<file path="config.mk">
export PLATFORM = sky130hd
export DESIGN_NAME = johnson_decoder
export DESIGN_NICKNAME = d
export VERILOG_FILES = /design/src/rtl/johnson_pkg.sv /design/src/rtl/johnson_code_check.sv /design/src/rtl/johnson_decoder.sv
export SDC_FILE = /design/constraint.sdc
export NUM_CORES = 1
export LEC_CHECK = 0
export ABC_AREA = 1
export ABC_CLOCK_PERIOD_IN_PS = 2100
export BUFFER_PORTS_ARGS = -buffer_cell sky130_fd_sc_hd__buf_2
export CAP_MARGIN = 10
export CORE_ASPECT_RATIO = 2
export CORE_MARGIN = 1.5
export CORE_UTILIZATION = 59
export CTS_CLUSTER_SIZE = 24
export DETAILED_ROUTE_END_ITERATION = 8
export PLACE_DENSITY = 0.88
export SLEW_MARGIN = 10
export SYNTH_ARGS = -nofsm -noshare
export SYNTH_HDL_FRONTEND = slang
export SYNTH_SLANG_ARGS = --single-unit
</file>
<file path="constraint.sdc">
create_clock -name clk -period 2.1 [get_ports clk]
set_input_delay 0.21 -clock clk [delete_from_list [all_inputs] [get_ports clk]]
set_output_delay 0.21 -clock clk [all_outputs]
set_load 0.01 [all_outputs]
</file>
<file path="src/rtl/johnson_pkg.sv">
// Shared state encoding, error-counter limit and Johnson word legality/decode helpers.
package johnson_pkg;

  typedef enum logic [1:0] {
    HUNT   = 2'd0,
    CHECK  = 2'd1,
    LOCKED = 2'd2
  } state_t;

  localparam logic [7:0] ERR_MAX = 8'd255;

  // A Johnson word has at most one boundary between adjacent bits.
  function automatic logic jc_legal(input logic [31:0] c, input int w);
    int t;
    t = 0;
    for (int i = 0; i < 31; i++) begin
      if (i < w - 1 && c[i] != c[i+1]) t++;
    end
    return (t <= 1);
  endfunction

  function automatic int jc_index(input logic [31:0] c, input int w);
    int ones;
    ones = 0;
    for (int i = 0; i < 32; i++) begin
      if (i < w && c[i]) ones++;
    end
    return c[0] ? (2 * w - ones) : ones;
  endfunction

endpackage

</file>
<file path="src/rtl/johnson_code_check.sv">
// Combinational Johnson word check: legality flag and binary index 0..2*WIDTH-1.
// Zero latency, no flow control.
module johnson_code_check
  import johnson_pkg::*;
#(
  parameter int WIDTH = 6,
  parameter int IW    = $clog2(2 * WIDTH)
) (
  input  logic [WIDTH-1:0] code,
  output logic             legal,
  output logic [IW-1:0]    index
);

  assign legal = jc_legal(32'(code), WIDTH);
  assign index = IW'(jc_index(32'(code), WIDTH));

endmodule

</file>
<file path="src/rtl/johnson_decoder.sv">
// Johnson code decoder with hunt/check/lock sequence tracking and saturating loss counter.
// All outputs registered, 1-cycle latency; accepts a sample every cycle, no backpressure.
module johnson_decoder
  import johnson_pkg::*;
#(
  parameter int WIDTH      = 6,
  parameter int LOCK_COUNT = 3,
  parameter int IW         = $clog2(2 * WIDTH)
) (
  input  logic             clk,
  input  logic             reset,
  input  logic             valid,
  input  logic [WIDTH-1:0] code,
  output logic [IW-1:0]    index,
  output logic             legal,
  output logic             locked,
  output logic             seq_err,
  output logic [7:0]       err_count
);

  localparam int             MW       = $clog2(LOCK_COUNT + 1);
  localparam logic [IW-1:0] LAST_IDX = IW'(2 * WIDTH - 1);
  localparam logic [MW-1:0] LOCK_PRE = MW'(LOCK_COUNT - 1);

  state_t          state_q, state_d;
  logic [MW-1:0]   match_q, match_d;
  logic [IW-1:0]   index_d;
  logic            legal_d, locked_d, seq_err_d;
  logic [7:0]      err_d;

  logic            dec_legal;
  logic [IW-1:0]   dec_index;
  logic [IW-1:0]   exp_index;
  logic            is_exp, is_hold;

  johnson_code_check #(
    .WIDTH (WIDTH),
    .IW    (IW)
  ) u_check (
    .code  (code),
    .legal (dec_legal),
    .index (dec_index)
  );

  assign exp_index = (index == LAST_IDX) ? '0 : index + 1'b1;
  assign is_exp    = dec_legal && (dec_index == exp_index);
  assign is_hold   = dec_legal && (dec_index == index);

  always_comb begin
    state_d   = state_q;
    match_d   = match_q;
    index_d   = index;
    legal_d   = legal;
    locked_d  = locked;
    seq_err_d = 1'b0;
    err_d     = err_count;
    if (valid) begin
      legal_d = dec_legal;
      if (dec_legal) index_d = dec_index;
      case (state_q)
        HUNT: begin
          if (dec_legal) begin
            state_d = CHECK;
            match_d = MW'(1);
          end
        end
        CHECK: begin
          if (!dec_legal) begin
            state_d = HUNT;
            match_d = '0;
          end else if (is_exp) begin
            match_d = match_q + 1'b1;
            if (match_q == LOCK_PRE) begin
              state_d  = LOCKED;
              locked_d = 1'b1;
            end
          end else if (!is_hold) begin
            match_d = MW'(1);
          end
        end
        LOCKED: begin
          // A legal sample that breaks lock still updates index but does not seed CHECK.
          if (!(is_exp || is_hold)) begin
            state_d   = HUNT;
            match_d   = '0;
            locked_d  = 1'b0;
            seq_err_d = 1'b1;
            err_d     = (err_count == ERR_MAX) ? err_count : err_count + 8'd1;
          end
        end
        default: begin
          state_d  = HUNT;
          match_d  = '0;
          locked_d = 1'b0;
        end
      endcase
    end
  end

  always_ff @(posedge clk or negedge reset) begin
    if (!reset) begin
      state_q   <= HUNT;
      match_q   <= '0;
      index     <= '0;
      legal     <= 1'b0;
      locked    <= 1'b0;
      seq_err   <= 1'b0;
      err_count <= 8'd0;
    end else begin
      state_q   <= state_d;
      match_q   <= match_d;
      index     <= index_d;
      legal     <= legal_d;
      locked    <= locked_d;
      seq_err   <= seq_err_d;
      err_count <= err_d;
    end
  end

endmodule

</file>
==> results_dict.tcl, run 1 <==
set metrics [dict create \
    synth-edff-count 0 \
    worst_endpoint_kind "register input" \
    worstEndpointGrtRepair "err_count[6]$_DFFE_PN0P_/D" \
    cts.root.buffer_cell "clkbuf_8" \
    clock-sinks 19 \
    htreeDepth 1 \
    grt_max_degree 20 \
    yosysMostFrequentCell "nand2_1" \
    dp_hpwl_um 4310 \
    cts_inserted_buffers 3 \
    rows 30 \
    io_buffers 23 \
    synth_cell_type_count 28 \
    die_h_um 86.7 \
    haltStage "global routing" \
    ys_warn_count 0 \
    ctsLongestPathBuffers 2 \
    synth-seq-cells 19 \
    outcome "stopped before the end" \
    routabilityCongestion 0.883 \
    ys_seq_area_share_pct 23.0 \
    syn_nets 336 \
    initial_utilization_pct 61.2 \
    synth.largest_area_cell "dfrtp_1" \
    synth-main-ff-cell "dfrtp_1" \
    tool.error "[ERROR GRT-0232] Routing congestion too high. Check the congestion heatmap in the GUI." \
    syn_area_mm2 0.00207 \
    avgSynthCellArea_um2 6.61 \
    synthTopCellsByArea "dfrtp_1, nand2_1, ha_1" \
    syn_inst 313 \
    ioPinCount 24 \
    synth_top_area_share_pct 23.0 \
    ys_top_cells_by_count "nand2_1, inv_1, nand3_1" \
    die_w_um 44.9 \
    track_usage_pct 55.8 \
    async_flop_share_pct 100 \
    overflow 17 \
]
per-layer routing:
layer,GRT usage [%],GRT overflow
met1,46.9,0
met2,87.1,10
met3,24.4,0
met4,61.2,7
met5,0,0
what timing repair did:
action / in CTS
hold buffers: 1
pin swaps: 22
hold endpoints to repair: 19
cloned: 0
setup endpoints to repair: 19
buffers inserted: 13
gates resized for setup: 34
through the flow:
stage,worst slack [ps],instance area (um2),cells,setup TNS [ps]
floorplan,-775,2140,313,-11740
global placement,-1150,2550,403,-18630
detailed placement,-1250,2550,403,-20530
CTS,-813,2810,421,-13080
logic make-up after synthesis:
group | synth area share (%)
fa+ha+maj | 8.47
xor+xnor | 6.29
simple gates | 45.3
compound gates | 5.75
buf+inv | 11.3
flops | 23.0
==> run 2: changes to the inputs <==
--- a/config.mk
+++ b/config.mk
@@ -9,12 +9,10 @@
 export ABC_CLOCK_PERIOD_IN_PS = 2100
 export BUFFER_PORTS_ARGS = -buffer_cell sky130_fd_sc_hd__buf_2
 export CAP_MARGIN = 10
-export CORE_ASPECT_RATIO = 2
 export CORE_MARGIN = 1.5
-export CORE_UTILIZATION = 59
-export CTS_CLUSTER_SIZE = 24
+export CORE_UTILIZATION = 40
 export DETAILED_ROUTE_END_ITERATION = 8
-export PLACE_DENSITY = 0.88
+export PLACE_DENSITY_LB_ADDON = 0.15
 export SLEW_MARGIN = 10
 export SYNTH_ARGS = -nofsm -noshare
 export SYNTH_HDL_FRONTEND = slang
==> run 2 against run 1 <==
  * The flow now finishes, with violations (negative setup slack)
  * Area after synthesis did not move
  * Synthesized cell count unchanged
==> results_dict.tcl, run 2 <==
set metrics [dict create \
    outcome "finished with violations" \
    violations "negative setup slack" \
    synth_top_area_share_pct 23.0 \
    r2r_setup_slack_ps 20 \
    stdcell_count 466 \
    top_register "err_count" \
    ant_nets 0 \
    async_flop_share_pct 100 \
    cts.root.buffer_cell "clkbuf_8" \
    setup_slack_ps -732 \
    synth-seq-cells 19 \
    startpoint "code[0]" \
    core_region_area_mm2 0.00485 \
    initial_utilization_pct 42.7 \
    antenna_cells 0 \
    synth-edff-count 0 \
    clk_latency_ps 260 \
    setup_viol 19 \
    num_vias 2188 \
    grt_pass1_wl_um 8620 \
    layout_worst_path_cycle_share_pct 135 \
    max_freq_mhz 353 \
    htreeDepth 1 \
    min_period_ps 2830 \
    overflow 0 \
    worstSetupEndpointType "flip-flop" \
    critPathLaunchType "input port" \
    synth.largest_area_cell "dfrtp_1" \
    rsz0062_at_grt "true" \
    hold_viol_final 0 \
    ctsLongestPathBuffers 2 \
    timing.rr.start "index[0]$_DFFE_PN0P_" \
    hp-class "in -> reg" \
    r2r_end "err_count[5]$_DFFE_PN0P_" \
    clock-sinks 19 \
    dp_cells 444 \
    ys_warn_count 0 \
    power_frac_seq_pct 23.2 \
    grt_pass1_vias 2007 \
    critPathArrivalTime_ps 2980 \
    fp.dieArea_mm2 0.00561 \
    area_growth_pct 52.8 \
    synth-main-ff-cell "dfrtp_1" \
    rows 25 \
    synthTopCellsByArea "dfrtp_1, nand2_1, ha_1" \
    ioPinCount 24 \
    fin_nets 423 \
    final_common_cell "nand2_1" \
    tightest_slew_ps 471 \
    ys_top_cells_by_count "nand2_1, inv_1, nand3_1" \
    die_w_um 74.9 \
    drt-initial-drc-count 59 \
    track_usage_pct 19.2 \
    timing.hold.ws_ps 286 \
    avgSynthCellArea_um2 6.61 \
    top_regs "err_count: 8 flops, index: 4 flops" \
    dp_hpwl_um 3690 \
    mostFrequentLayoutCells "nand2_1, buf_4, nand2_2" \
    syn_nets 336 \
    viasPerCell 4.70 \
    grt_max_degree 20 \
    p_int_mw 1.37 \
    power.leakage_nw 1.65 \
    routabilityCongestion 0.887 \
    syn_area_mm2 0.00207 \
    cts_inserted_buffers 3 \
    maxSlewHeadroom_pct 68.4 \
    yosysMostFrequentCell "nand2_1" \
    skew_ps 5.95 \
    io_buffers 23 \
    cts_tree "done" \
    path_class "in -> reg" \
    synth_cell_type_count 28 \
    power_frac_clock_pct 10.0 \
    crit_required_ps 2240 \
    route.detailed.drc 0 \
    critPathMaxFanout 5 \
    largest_register_ffs 8 \
    combPwrFrac_pct 66.8 \
    antenna_found_initial 0 \
    syn_inst 313 \
    drt-total-wl_um 5060 \
    endpoint "err_count[5]$_DFFE_PN0P_" \
    switchingPower_mw 1.22 \
    dr.pass1.iters 5 \
    detail_route.wl_per_cell_um 10.9 \
    powerDensity_mw_per_mm2 818 \
    drive_gt1_share_pct 49.6 \
    path_clk_slew_ps 70 \
    die_h_um 74.9 \
    vdd_drop_max_mv 0.481 \
    ys_seq_area_share_pct 23.0 \
    r2r_cells 14 \
    drv_cap 0 \
    final_max_slew_viol_count 0 \
    switching_share_pct 47.0 \
]
## run 2: layout make-up
| cell class | count | area, um2 |
|---|---|---|
| fillers | 438 | 1690 |
| well taps | 67 | 83.8 |
| clock buffers | 4 | 45.0 |
| flip-flops and latches | 19 | 475 |
| inverters | 47 | 193 |
| repair buffers | 87 | 649 |
| multi-input cells | 242 | 1710 |
## run 2: cells by family after synthesis
group,synth area share (%)
buf+inv,11.3
simple gates,45.3
compound gates,5.75
xor+xnor,6.29
flops,23.0
fa+ha+maj,8.47
## run 2: metal layers
| metal | global-route usage, % | up-vias | wire length [um] |
|---|---|---|---|
| li1 | - | 1164 | - |
| met5 | 0 | - | 0 |
| met3 | 2.95 | 4 | 151 |
| met1 | 27.2 | 993 | 2430 |
| met4 | 2.22 | 0 | 27 |
| met2 | 31.8 | 27 | 2450 |
## run 2: power by group through the flow
stage	clock network, mW	logic (mW)	registers (mW)
after floorplan	0	0.887	0.626
after global placement	0	1.33	0.603
after detailed placement	0	1.34	0.607
after CTS	0.268	1.43	0.600
after global routing	0.282	1.93	0.614
final	0.260	1.73	0.600
## run 2: worst min-delay path by stage
stage	end	start	depth (start not counted)
after floorplan	err_count[0]$_DFFE_PN0P_	reset	0
after global placement	index[3]$_DFFE_PN0P_	reset	1
after detailed placement	index[3]$_DFFE_PN0P_	reset	1
after CTS	match_q[1]$_DFFE_PN0P_	valid	3
after global routing	match_q[0]$_DFFE_PN0P_	valid	3
final	match_q[1]$_DFFE_PN0P_	valid	3
## run 2: worst max-delay path: stages
cell,delay (ps)
buf_8,80
clkinvlp_4,90
ha_4,330
inv_4,40
buf_6,110
ha_4,150
o21ai_4,110
ha_1,240
inv_1,70
o21ai_2,70
ha_1,290
a21o_1,160
a21oi_2,130
nand2_2,70
inv_2,60
nand4_1,100
nor2_2,160
nand2_2,80
nand2_4,90
inv_4,40
nand3_4,80
buf_6,140
o21ai_2,50
## run 2: what timing repair did
item / in CTS / in global routing
setup buffers: 12 / 7
endpoints found under the hold margin: 19 / 0
pin swaps: 30 / 52
setup endpoints to repair: 19 / 19
hold buffers: 1 / 0
resized for setup: 24 / 68
## run 2: stage by stage
step                setup WS [ps]  setup TNS, ps  instance area [um2]  power (mW)  util [%]
floorplan                    -775         -11740                 2140        1.51         -
global placement            -1130         -18860                 2650        1.93      54.6
detailed placement          -1160         -19390                 2650        1.94      54.6
CTS                          -785         -12350                 2850        2.30      58.8
global route                 -916         -15320                 3160        2.83      65.2
finish                       -732         -12140                 3160        2.58      65.2
No activity file was read; power rests on OpenSTA's default activity.
